## config.mk

```make
export PLATFORM = sky130hd
export DESIGN_NAME = packet_switch_4x4_flat
export DESIGN_NICKNAME = d
export VERILOG_FILES = /design/src/rtl/packet_switch_4x4_if.sv /design/src/rtl/packet_switch_4x4.sv /design/src/flat_wrapper.sv
export SDC_FILE = /design/constraint.sdc
export NUM_CORES = 1
export LEC_CHECK = 0
export ABC_AREA = 0
export CAP_MARGIN = 15
export CORE_MARGIN = 1
export CORE_UTILIZATION = 58
export CTS_CLUSTER_SIZE = 10
export DETAILED_ROUTE_END_ITERATION = 12
export PLACE_DENSITY_LB_ADDON = 0.05
export SLEW_MARGIN = 20
export SYNTH_ARGS = -nofsm -noshare
export SYNTH_HDL_FRONTEND = slang
export SYNTH_SLANG_ARGS = --single-unit
export TNS_END_PERCENT = 10
```

## constraint.sdc

```tcl
create_clock -name clk -period 4.3 [get_ports clk]
set_input_delay 1.29 -clock clk [delete_from_list [all_inputs] [get_ports clk]]
set_output_delay 1.29 -clock clk [all_outputs]
set_load 0.005 [all_outputs]
```

## src/rtl/packet_switch_4x4_if.sv

```systemverilog
// Handshake bundle for packet_switch_4x4: per-port input words in, routed output words out.
// The switch connects through the slave modport; the traffic source/sink uses master.
interface packet_switch_4x4_if;
  localparam int unsigned NPORTS = 4;
  localparam int unsigned DW     = 16;

  logic [NPORTS-1:0]         in_valid;
  logic [NPORTS-1:0][DW-1:0] in_data;
  logic [NPORTS-1:0]         in_ready;
  logic [NPORTS-1:0]         out_valid;
  logic [NPORTS-1:0][DW-1:0] out_data;
  logic [NPORTS-1:0][1:0]    out_src;
  logic [NPORTS-1:0]         out_ready;

  modport master (
    output in_valid, in_data, out_ready,
    input  in_ready, out_valid, out_data, out_src
  );

  modport slave (
    input  in_valid, in_data, out_ready,
    output in_ready, out_valid, out_data, out_src
  );
endinterface

```

## src/rtl/packet_switch_4x4.sv

```systemverilog
// 4x4 single-word packet crossbar: 4-deep FIFO per input, round-robin arbiter and
// registered output per destination port. Word bits [15:14] select the destination.
module packet_switch_4x4 (
  input  logic                clk,
  input  logic                reset,
  packet_switch_4x4_if.slave  bus
);
  localparam int unsigned NPORTS     = 4;
  localparam int unsigned DW         = 16;
  localparam int unsigned FIFO_DEPTH = 4;

  logic [NPORTS-1:0][FIFO_DEPTH-1:0][DW-1:0] mem;
  logic [NPORTS-1:0][1:0]                    wr_ptr;
  logic [NPORTS-1:0][1:0]                    rd_ptr;
  logic [NPORTS-1:0][2:0]                    count;
  logic [NPORTS-1:0][DW-1:0]                 head;
  logic [NPORTS-1:0]                         ready_int;
  logic [NPORTS-1:0]                         push;
  logic [NPORTS-1:0]                         pop;

  logic [NPORTS-1:0]                         out_valid_q;
  logic [NPORTS-1:0][DW-1:0]                 out_data_q;
  logic [NPORTS-1:0][1:0]                    out_src_q;
  logic [NPORTS-1:0][1:0]                    last_grant;
  logic [NPORTS-1:0]                         free;
  logic [NPORTS-1:0]                         gnt_vld;
  logic [NPORTS-1:0][1:0]                    gnt_idx;

  assign bus.in_ready  = ready_int;
  assign bus.out_valid = out_valid_q;
  assign bus.out_data  = out_data_q;
  assign bus.out_src   = out_src_q;

  always_comb begin
    logic [1:0] idx;
    idx     = '0;
    pop     = '0;
    gnt_vld = '0;
    gnt_idx = '0;
    free    = '0;
    for (int unsigned i = 0; i < NPORTS; i++) begin
      head[i]      = mem[i][rd_ptr[i]];
      ready_int[i] = (count[i] < 3'(FIFO_DEPTH));
      push[i]      = bus.in_valid[i] && ready_int[i];
    end
    // Search order wraps through 2-bit addition; k==NPORTS lands on last_grant itself.
    for (int unsigned j = 0; j < NPORTS; j++) begin
      free[j] = !out_valid_q[j] || bus.out_ready[j];
      if (free[j]) begin
        for (int unsigned k = 1; k <= NPORTS; k++) begin
          idx = last_grant[j] + 2'(k);
          if (!gnt_vld[j] && (count[idx] != 3'd0) && (head[idx][DW-1:DW-2] == 2'(j))) begin
            gnt_vld[j] = 1'b1;
            gnt_idx[j] = idx;
          end
        end
      end
      if (gnt_vld[j]) pop[gnt_idx[j]] = 1'b1;
    end
  end

  always_ff @(posedge clk) begin
    if (!reset) begin
      wr_ptr      <= '0;
      rd_ptr      <= '0;
      count       <= '0;
      out_valid_q <= '0;
      out_data_q  <= '0;
      out_src_q   <= '0;
      last_grant  <= '1;
    end else begin
      for (int unsigned i = 0; i < NPORTS; i++) begin
        if (push[i]) begin
          mem[i][wr_ptr[i]] <= bus.in_data[i];
          wr_ptr[i]         <= wr_ptr[i] + 2'd1;
        end
        if (pop[i]) rd_ptr[i] <= rd_ptr[i] + 2'd1;
        count[i] <= count[i] + 3'(push[i]) - 3'(pop[i]);
      end
      for (int unsigned j = 0; j < NPORTS; j++) begin
        if (free[j]) begin
          out_valid_q[j] <= gnt_vld[j];
          if (gnt_vld[j]) begin
            out_data_q[j] <= head[gnt_idx[j]];
            out_src_q[j]  <= gnt_idx[j];
            last_grant[j] <= gnt_idx[j];
          end
        end
      end
    end
  end
endmodule

```

## src/flat_wrapper.sv

```systemverilog
// flat-port wrapper written by rule: the top's interface ports become plain ports
module packet_switch_4x4_flat 
  (clk, reset, bus_in_valid, bus_in_data, bus_out_ready, bus_in_ready, bus_out_valid, bus_out_data, bus_out_src);
  packet_switch_4x4_if bus_i ();
  input  logic clk;
  input  logic reset;
  input wire logic [$bits(bus_i.in_valid)-1:0] bus_in_valid;
  input wire logic [$bits(bus_i.in_data)-1:0] bus_in_data;
  input wire logic [$bits(bus_i.out_ready)-1:0] bus_out_ready;
  output wire logic [$bits(bus_i.in_ready)-1:0] bus_in_ready;
  output wire logic [$bits(bus_i.out_valid)-1:0] bus_out_valid;
  output wire logic [$bits(bus_i.out_data)-1:0] bus_out_data;
  output wire logic [$bits(bus_i.out_src)-1:0] bus_out_src;
  assign bus_i.in_valid = bus_in_valid;
  assign bus_i.in_data = bus_in_data;
  assign bus_i.out_ready = bus_out_ready;
  assign bus_in_ready = bus_i.in_ready;
  assign bus_out_valid = bus_i.out_valid;
  assign bus_out_data = bus_i.out_data;
  assign bus_out_src = bus_i.out_src;
  packet_switch_4x4 u_core (.clk(clk), .reset(reset), .bus(bus_i));
endmodule
```

==> metrics.md <==
| Metric | Value |
|---|---|
| Max-slew headroom | `~54%` |
| Slew Limit Fails | `0` |
| TritonCTS clock tree | `built` |
| Sequential area share after synthesis | `59.6%` |
| Hold path start | `u_core.bus.out_data[30]` |
| RD Place Congestion | `0.895` |
| Maximum fanout along the worst path | `9` |
| Yosys cell types | `90` |
| Clock root buffer | `clkbuf_16` |
| Clk sinks | `368` |
| Final Setup Violations | `0` |
| Pleak | `a little over 7 nW` |
| RSZ-0062 raised after global routing | `false` |
| Final #Nets | `1490` |
| Die Ht | `172 um` |
| Cell Area, Synth | `0.0167 mm^2` |
| Top FF cell, synth | `edfxtp_1` |
| Pwr/cell area | `between 700 and 800 mW/mm^2` |
| WL per Instance | `24.1 um` |
| Final Hold Fails | `0` |
| Setup WS pre-CTS | `-0.0156 ns` |
| Cell at the slowest stage of the critical path | `dfxtp_1` |
| CTS Buf Count | `43` |
| CP bufs+invs | `2` |
| Final worst path period share | `93.0%` |
| Crit. End Element | `flip-flop` |
| Input/output buffers | `roughly 150` |
| CP cell instances | `mux2i_1 > nor4bb_1 > nor2_1 > a311oi_2 > and3_1 > nor2_1 > or3_1 > ha_1 > inv_1 > ha_1 > inv_1 > fa_1 > xnor2_1 > xnor2_1 > nor2_1` |
| Synth warn | `0` |
| Ys async rst share | `0%` |
| Syn Nets | `between 1000 and 1500` |
| Area after DPL | `0.0188 mm^2` |
| Initial Utilization | `59.5%` |
| H-tree Lvls | `2` |
| Final worst slack | `0.300 ns` |
| Worst-skew pair later-pin latency | `0.53 ns` |
| Full die area | `0.0294 mm^2` |
| Hold Crit Class | `reg2reg` |
| Mapped Avg Cell Area | `13.8 um^2` |
| Delay-heaviest family, CP | `simple AND/OR/NAND/NOR gates` |
| First-pass GRT wire length | `65500 um` |
| Worst Setup SP | `u_core.rd_ptr[0]` |
| Inst Count DP | `1721` |
| Finished layout cell area | `0.0201 mm^2` |
| Critical path's largest stage delay | `0.56 ns` |
| Total GRT Usage | `about 30%` |
| Vias | `11337` |
| Req. time, crit path | `4.71 ns` |
| Clock skew | `approximately 0.015 ns` |
| Actual slew at the worst max-slew pin | `0.688 ns` |
| Via-per-instance ratio | `6.29` |
| Post-route ant nets | `0` |
| Largest net degree at the start of global routing | `75` |
| Peak VDD IR | `~0.48 mV` |
| Synth Register Bits | `368` |
| CP Launch Type | `flip-flop` |
| Hold WS | `0.448 ns` |
| Core area | `between 0.02 and 0.03 mm^2` |
| Site Rows | `61` |
| Residual DRC | `0` |
| Max Root-Sink Buffers | `3` |
| Area Growth Syn to Fin | `20.4%` |
| Max Cap Violations | `0` |
| Post-layout minimum cycle time | `4.00 ns` |
| Clock slew at reported path FFs | `approximately 0.06 ns` |
| Vias in the first global route | `around 11000` |
| Share of the synthesized area in the top cell type | `46.1%` |
| Layout cell share with drive strength beyond 1 | `14.9%` |
| Die Wd | `172 um` |
| Reg-to-Reg Start | `u_core.rd_ptr[0]` |
| N_diodes | `0` |
| Ports | `154` |
| Post-synth EDFFs | `256` |
| Worst Path Arrival | `around 4.4 ns` |
| Synth Instances | `1210` |
| DR pass1 iterations | `6` |
| Synth top area cells | `edfxtp_1 46%, dfxtp_1 13%, mux4_2 8.1%` |
| Initial antenna violation count | `0` |
| Critical Path Most Common Cell | `nor2_1` |
| Outcome | `completed` |
| 1st-iter DRT viols | `1296` |
| Post-synth top area cell | `edfxtp_1` |
| Crit path kind | `reg2reg` |
| Final HPWL DP | `30600 um` |
| Total grt overflow | `0` |
| Routed wire length | `43300 um` |
| Layout Cells excl Fill | `roughly 1800` |
| Peak Freq | `0.250 GHz` |
[final timing paths]
| kind | cells past startpoint | end | slack, ns |
|---|---|---|---|
| setup / recovery | 15 | u_core.count[5] | 0.30 |
| hold / removal | 2 | u_core.bus.out_data[30] | 0.45 |
| setup reg to reg | 15 | u_core.count[5] | 0.30 |
| hold reg to reg | 2 | u_core.bus.out_data[30] | 0.45 |
[per-stage QoR]
step / TNS, ns / total power, mW / utilization [%]
2_1_floorplan: 0 / 8.94 / -
3_3_place_gp: 0 / 10.9 / 67.0
3_5_place_dp: -0.0156 / 11.1 / 67.0
4_1_cts: 0 / 14.5 / 71.6
5_1_grt: 0 / 15.2 / 71.6
6_report: 0 / 14.5 / 71.6
[report_power, final]
| group | leakage (nW) | internal (mW) | switching [mW] |
|---|---|---|---|
| clock | 0.619 | 2.01 | 1.38 |
| combinational | 3.30 | 2.87 | 3.57 |
| sequential | 3.24 | 4.30 | 0.381 |
[repair_timing]
action,CTS,global route
hold buffers,0,0
setup endpoints to repair,0,1
endpoints found under the hold margin,0,0
resized for setup,0,2
buffers inserted,0,0
[layout make-up]
| cell class | instances | area, um^2 |
|---|---|---|
| Sequential cell | 368 | 9930 |
| Timing Repair Buffer | 216 | 2020 |
| Inverter | 40 | 150 |
| Multi-Input combinational cell | 719 | 6200 |
| Tap cell | 378 | 473 |
| Fill cell | 1933 | 7950 |
| Clock inverter | 3 | 55.1 |
| Clock buffer | 77 | 1240 |
[flip-flops by register name (all words and copies together) (netlist names)]
| register | cells |
|---|---|
| u_core.mem | 256 |
| u_core.bus.out_data | 64 |
| u_core.count | 12 |
| u_core.bus.out_src | 8 |
| u_core.last_grant | 8 |
| u_core.rd_ptr | 8 |
| u_core.wr_ptr | 8 |
| u_core.bus.out_valid | 4 |
[per-layer routing]
metal / GRT usage (%) / wire length [um]
met5: 0 / 0
met4: 9.78 / 1090
met3: 4.42 / 2950
met2: 49.4 / 21000
met1: 40.6 / 18300
[Yosys cell counts, types with 4 or more instances]
cell type	instances
nand3b_1	4
buf_2	17
fa_1	4
nand3_1	21
buf_4	8
a31oi_1	5
nand4_1	14
xnor2_1	12
nor2b_1	9
edfxtp_1	256
o211ai_1	20
a211o_1	6
nor2_1	72
or3_1	17
o21ai_0	22
mux2_2	13
a221oi_1	15
o21a_1	14
nand2b_1	14
o21ai_1	13
ha_1	24
and3_1	23
buf_1	6
inv_1	38
and2_1	12
buf_6	6
clkbuf_1	46
a2bb2oi_1	14
nand2_1	63
a222oi_1	17
o221ai_1	16
nor3_1	9
mux4_2	60
nor4_1	7
dfxtp_1	112
mux2_1	19
a21oi_1	33
mux2i_1	67
a211oi_1	4
[layout by cell type (no fill, tap or decap), drive strengths merged, types with 20 or more instances in the layout]
master         count
o21ai             35
mux2              34
inv               40
nand2             63
mux2i             67
clkbuf            77
buf               64
ha                24
dfxtp            112
mux4              61
edfxtp           256
a21oi             33
nor2              73
and3              23
o211ai            20
clkdlybuf4s50    152
nand3             21
[worst reg2reg max path, cell delays in order (launching register included)]
cell	delay, ns
dfxtp_1	0.56
mux2i_1	0.35
nor4bb_1	0.38
nor2_1	0.14
a311oi_2	0.35
and3_1	0.32
nor2_1	0.09
or3_1	0.39
ha_1	0.28
inv_1	0.06
ha_1	0.14
inv_1	0.05
fa_1	0.40
xnor2_1	0.18
xnor2_1	0.14
nor2_1	0.05
[logic make-up after synthesis]
group	count (synthesis)	share of synthesized area, %
fa+ha+maj	28	2.28
simple gates	289	9.02
compound gates	228	10.5
xor+xnor	12	0.631
mux	162	14.6
buf+inv	123	3.35
flops	368	59.6
(Power assumes the default switching activity.)
